**config.mk**
```make
export PLATFORM = sky130hd
export DESIGN_NAME = sar_adc_ctrl
export DESIGN_NICKNAME = d
export VERILOG_FILES = /design/src/rtl/sar_adc_ctrl.sv
export SDC_FILE = /design/constraint.sdc
export NUM_CORES = 1
export LEC_CHECK = 0
export CAP_MARGIN = 20
export CORE_MARGIN = 10
export CORE_UTILIZATION = 36
export CTS_CLUSTER_SIZE = 12
export DETAILED_ROUTE_END_ITERATION = 12
export PLACE_DENSITY_LB_ADDON = 0.08
export SYNTH_ARGS = -nofsm -noshare
export SYNTH_HDL_FRONTEND = slang
export SYNTH_SLANG_ARGS = --single-unit
export TNS_END_PERCENT = 5
```
**constraint.sdc**
```tcl
create_clock -name clk -period 1.9 [get_ports clk]
set_clock_uncertainty 0.05 [all_clocks]
set_input_delay 0.38 -clock clk [delete_from_list [all_inputs] [get_ports clk]]
set_output_delay 0.38 -clock clk [all_outputs]
set_load 0.1 [all_outputs]
```
**src/rtl/sar_adc_ctrl.sv**
```systemverilog
// Successive-approximation ADC sequencer: track/hold sampling, then one
// binary-search decision per clock driven to the capacitive DAC.
module sar_adc_ctrl #(
    parameter int WIDTH         = 8,
    parameter int SAMPLE_CYCLES = 2
) (
    input  logic             clk,
    input  logic             reset,
    input  logic             adc_enable,
    input  logic             comp_in,
    output logic             sample,
    output logic [WIDTH-1:0] dac_code,
    output logic             busy,
    output logic             done,
    output logic [WIDTH-1:0] data
);

    localparam int CNT_W = (SAMPLE_CYCLES > 1) ? $clog2(SAMPLE_CYCLES) : 1;
    localparam int IDX_W = $clog2(WIDTH);

    localparam logic [CNT_W-1:0] CNT_LAST = CNT_W'(SAMPLE_CYCLES - 1);
    localparam logic [IDX_W-1:0] IDX_TOP  = IDX_W'(WIDTH - 1);
    localparam logic [WIDTH-1:0] ONE      = WIDTH'(1);
    localparam logic [WIDTH-1:0] MSB      = ONE << (WIDTH - 1);

    typedef enum logic [1:0] {
        IDLE,
        SAMPLE,
        CONVERT,
        DONE
    } state_e;

    state_e           state_q, state_d;
    logic [CNT_W-1:0] cnt_q, cnt_d;
    logic [IDX_W-1:0] idx_q, idx_d;
    logic [WIDTH-1:0] dac_q, dac_d;
    logic [WIDTH-1:0] data_q, data_d;
    logic             sample_q, sample_d;
    logic             done_q, done_d;
    logic             busy_q, busy_d;
    logic [WIDTH-1:0] decided;

    always_ff @(posedge clk or posedge reset) begin
        if (reset) begin
            state_q  <= IDLE;
            cnt_q    <= '0;
            idx_q    <= '0;
            dac_q    <= '0;
            data_q   <= '0;
            sample_q <= 1'b0;
            done_q   <= 1'b0;
            busy_q   <= 1'b0;
        end else begin
            state_q  <= state_d;
            cnt_q    <= cnt_d;
            idx_q    <= idx_d;
            dac_q    <= dac_d;
            data_q   <= data_d;
            sample_q <= sample_d;
            done_q   <= done_d;
            busy_q   <= busy_d;
        end
    end

    // Keep the trial bit only if the pixel is at or above the DAC level.
    assign decided = comp_in ? dac_q : (dac_q & ~(ONE << idx_q));

    always_comb begin
        state_d  = state_q;
        cnt_d    = cnt_q;
        idx_d    = idx_q;
        dac_d    = dac_q;
        data_d   = data_q;
        sample_d = sample_q;
        done_d   = done_q;

        unique case (state_q)
            IDLE: begin
                done_d   = 1'b0;
                sample_d = 1'b0;
                dac_d    = '0;
                if (adc_enable) begin
                    state_d  = SAMPLE;
                    sample_d = 1'b1;
                    cnt_d    = '0;
                end
            end
            SAMPLE: begin
                if (!adc_enable) begin
                    state_d  = IDLE;
                    sample_d = 1'b0;
                    dac_d    = '0;
                    cnt_d    = '0;
                end else if (cnt_q == CNT_LAST) begin
                    state_d  = CONVERT;
                    sample_d = 1'b0;
                    dac_d    = MSB;
                    idx_d    = IDX_TOP;
                    cnt_d    = '0;
                end else begin
                    cnt_d = cnt_q + CNT_W'(1);
                end
            end
            CONVERT: begin
                if (!adc_enable) begin
                    state_d = IDLE;
                    dac_d   = '0;
                    idx_d   = '0;
                end else if (idx_q == '0) begin
                    state_d = DONE;
                    data_d  = decided;
                    dac_d   = decided;
                    done_d  = 1'b1;
                end else begin
                    dac_d = decided | (ONE << (idx_q - IDX_W'(1)));
                    idx_d = idx_q - IDX_W'(1);
                end
            end
            DONE: begin
                if (!adc_enable) begin
                    state_d = IDLE;
                    done_d  = 1'b0;
                    dac_d   = '0;
                end
            end
            default: begin
                state_d  = IDLE;
                sample_d = 1'b0;
                done_d   = 1'b0;
                dac_d    = '0;
            end
        endcase

        busy_d = (state_d == SAMPLE) || (state_d == CONVERT);
    end

    assign sample   = sample_q;
    assign dac_code = dac_q;
    assign busy     = busy_q;
    assign done     = done_q;
    assign data     = data_q;

endmodule

```
==> summary.md <==
| Metric | Value |
|---|---|
| Status | `complete, no violations` |
| H-Tree Depth | `1` |
| Cell internal pwr | `1.18 mW` |
| DRC | `0` |
| Worst-Margin Slew | `0.350 ns` |
| Crit Path Max Fanout | `6` |
| Max-Cap Viols | `0` |
| Syn Area/Cell | `between 10 and 15 µm²` |
| Distinct cells, synth | `39` |
| Final setup vio count | `0` |
| Clk pwr share | `~15%` |
| Ranking of synthesized cells by area | `dfrtp_1 (42%), ha_1 (9.3%), mux2_4 (5.1%), o21ai_0 (4.0%), nand2_1 (4.0%)` |
| Slew headroom | `~76%` |
| Fillers | `approximately 370` |
| Largest net degree at the start of global routing | `26` |
| Area growth syn-to-layout | `39.2%` |
| Switching share of total power | `a little over two fifths` |
| Fmax | `~560 MHz` |
| Leak | `0.961 nW` |
| Post-Syn Area | `approximately 0.0015 mm²` |
| Final worst slack | `approximately 0.11 ns` |
| First-pass iteration count of the detailed router | `5` |
| Synth top area share | `42.2%` |
| Final min period | `1.79 ns` |
| Post-synthesis register bit count | `25` |
| Register share of total power | `about a third` |
| Total Power | `~2.1 mW` |
| Clock latency on the worst-skew pair | `about 0.27 ns` |
| Vias in the first global route | `roughly 1200` |
| Final nets | `190` |
| Worst Path Arrival | `roughly 1.9 ns` |
| Share of layout cells above drive strength 1 | `31.6%` |
| Combinational Power Share | `between 50% and 60%` |
| CP startpoint kind | `register` |
| First-pass GRT wire length | `between 6 and 7 mm` |
| Clock-pin slew on the worst setup and hold paths | `around 0.09 ns` |
| Gr usage total | `about a tenth` |
| Via-per-instance ratio | `about 5.1` |
| Core area | `0.00400 mm²` |
| CTS tree | `yes` |
| Synthesized instance count | `between 100 and 150` |
| Hold Crit Class | `in2async` |
| Syn nets | `155` |
| RSZ-0062 raised after global routing | `no` |
| Buffers on Ports | `22` |
| Sw Pwr | `0.917 mW` |
| Worst Setup End Kind | `register` |
| Initial antenna violation count | `0` |
| Num CTS Buffers | `3` |
| Routed WL | `3.55 mm` |
| Post-cts hold buffer count | `0` |
| IO Pins | `23` |
| WS Path Type | `reg2reg` |
| Syn. warnings | `0` |
| Vias | `1144` |
| Final ANT Viol Nets | `0` |
| Total congestion overflow | `0` |
| Clk sinks | `25` |
| Synth area leader | `dfrtp_1` |
| Die span in y | `approximately 84 µm` |
| Die area | `approximately 0.007 mm²` |
| Most frequent cells in the layout | `dfrtp_1 (25), buf_12 (19), nand2_1 (16)` |
| DP Wirelength | `approximately 2.7 mm` |
| DR iter-0 viols | `30` |
| Maximum VDD drop | `around 0.82 mV` |
| Hold_ws | `between 0.4 and 0.5 ns` |
| Max clock buf depth | `2` |
| Crit path required time | `approximately 2.0 ns` |
| Max-slew violation count | `0` |
| Wire length per cell | `~16 µm` |
| Dpl ws | `-0.0554 ns` |
| CTS root buf | `clkbuf_8` |
| Most common cell after layout, fill and taps aside | `dfrtp_1` |
| Die W | `between 80 and 90 µm` |
| Row count | `23` |
| Fin crit share | `between 90% and 100%` |
| Fraction of the yosys area taken by sequential cells | `a little over two fifths` |
| N_diodes | `0` |
| Initial Util | `37.1%` |
| Placer Congestion | `around 0.83` |
| Total power density per cell area | `between 1000 and 1500 mW/mm²` |
| Final hold violations | `0` |
-- synth_stat cells --
| master | number |
|---|---|
| o2bb2ai_1 | 4 |
| a22o_1 | 3 |
| inv_1 | 8 |
| inv_2 | 3 |
| a21o_1 | 1 |
| nand2b_1 | 2 |
| nand2b_2 | 1 |
| a32o_1 | 1 |
| o21ai_1 | 2 |
| nand4b_4 | 1 |
| a211oi_2 | 1 |
| a31oi_1 | 1 |
| o31ai_1 | 2 |
| nand3b_1 | 1 |
| dfrtp_1 | 25 |
| and2_1 | 1 |
| buf_6 | 2 |
| o21ai_0 | 12 |
| a41oi_1 | 1 |
| ha_1 | 11 |
| buf_4 | 2 |
| a311o_1 | 1 |
| nand3_1 | 1 |
| nor2_1 | 8 |
| a21oi_2 | 1 |
| mux2_4 | 5 |
| a21oi_1 | 10 |
| nand2_1 | 16 |
| nor3_1 | 1 |
| nand3_4 | 1 |
| o311ai_4 | 1 |
| mux2_1 | 1 |
| a22oi_1 | 2 |
| xor2_1 | 1 |
| nor3_2 | 1 |
| mux2_2 | 1 |
| o21ai_2 | 2 |
| nor4b_4 | 1 |
| nor2b_1 | 1 |
-- kinds of logic (layout without fill, tap and decap cells) --
group | count (synthesis) | in the layout | share of synthesized area [%]
AOI/OAI and AO/OA | 45 | 45 | 21.5
buffers and inverters | 15 | 49 | 5.31
xor gates and xnor gates | 1 | 1 | 0.590
muxes | 7 | 7 | 6.58
and+or+nand+nor | 36 | 36 | 14.6
DFF | 25 | 25 | 42.2
adders and majority gates | 11 | 11 | 9.27
-- what timing repair did --
action | in CTS | in global routing
endpoints found under the setup margin | 0 | 5
hold endpoints to repair | 0 | 0
resized for setup | 0 | 2
buffers inserted | 0 | 0
-- area by class of cell --
| type | instances | area (µm²) | area share [%] |
|---|---|---|---|
| clock buffers | 3 | 41.3 | 2.00 |
| clock inverters | 1 | 5.00 | 0.242 |
| inverters | 11 | 41.3 | 2.00 |
| multi-input cells | 100 | 790 | 38.2 |
| flip-flops and latches | 25 | 626 | 30.3 |
| well taps | 50 | 62.6 | 3.03 |
| repair buffers | 34 | 500 | 24.2 |
-- flip-flops by register name, summed over array words and instances (netlist names) --
| signal | flops |
|---|---|
| state_q | 2 |
| dac_code | 8 |
| sample | 1 |
| done | 1 |
| idx_q | 3 |
| busy | 1 |
| data | 8 |
| cnt_q | 1 |
-- metal layers --
layer	share of wire, %	up-vias	GRT usage [%]
met2	51	18	18.5
met1	43	557	11.6
met3	3.8	4	1.84
li1	-	565	-
met5	0	-	0
met4	1.5	0	4.11
-- worst max-delay path: stages (launching register included) --
cell and delay [ns]:
dfrtp_1 0.43, inv_1 0.10, ha_1 0.33, nand4b_4 0.15, o21ai_2 0.06, a21oi_2 0.24
mux2_4 0.33
-- power by group through the flow --
stage	Sequential [mW]	Combinational (mW)	Clock (mW)
after floorplan	0.875	0.536	0
after global placement	0.687	1.07	0
after detailed placement	0.690	1.08	0
after CTS	0.680	1.09	0.330
after global routing	0.695	1.17	0.357
final	0.682	1.10	0.317
-- worst paths after layout --
| path | end | slack, ns | from | depth (start not counted) |
|---|---|---|---|---|
| min in group clk | data[3]$_DFFE_PP0P_ | 0.51 | data[3]$_DFFE_PP0P_ | 2 |
| max in group asynchronous | dac_code[0]$_DFFE_PP0P_ | 1.13 | reset | 3 |
| worst max-delay path | idx_q[1]$_DFFE_PP0P_ | 0.11 | idx_q[0]$_DFFE_PP0P_ | 6 |
| worst min-delay path | data[4]$_DFFE_PP0P_ | 0.42 | reset | 3 |
| worst max register to register | idx_q[1]$_DFFE_PP0P_ | 0.11 | idx_q[0]$_DFFE_PP0P_ | 6 |
| worst min register to register | data[3]$_DFFE_PP0P_ | 0.51 | data[3]$_DFFE_PP0P_ | 2 |
-- per-stage QoR --
step	instance area (µm²)	instances	utilization [%]	TNS, ns
detailed placement	2010	220	50.2	-0.392
global route	2070	224	51.6	0
global placement	2010	220	50.2	-0.0806
finish	2070	224	51.6	0
floorplan	1480	140	-	0
CTS	2060	224	51.4	0
Note: power is estimated with default switching activity, not from simulation.
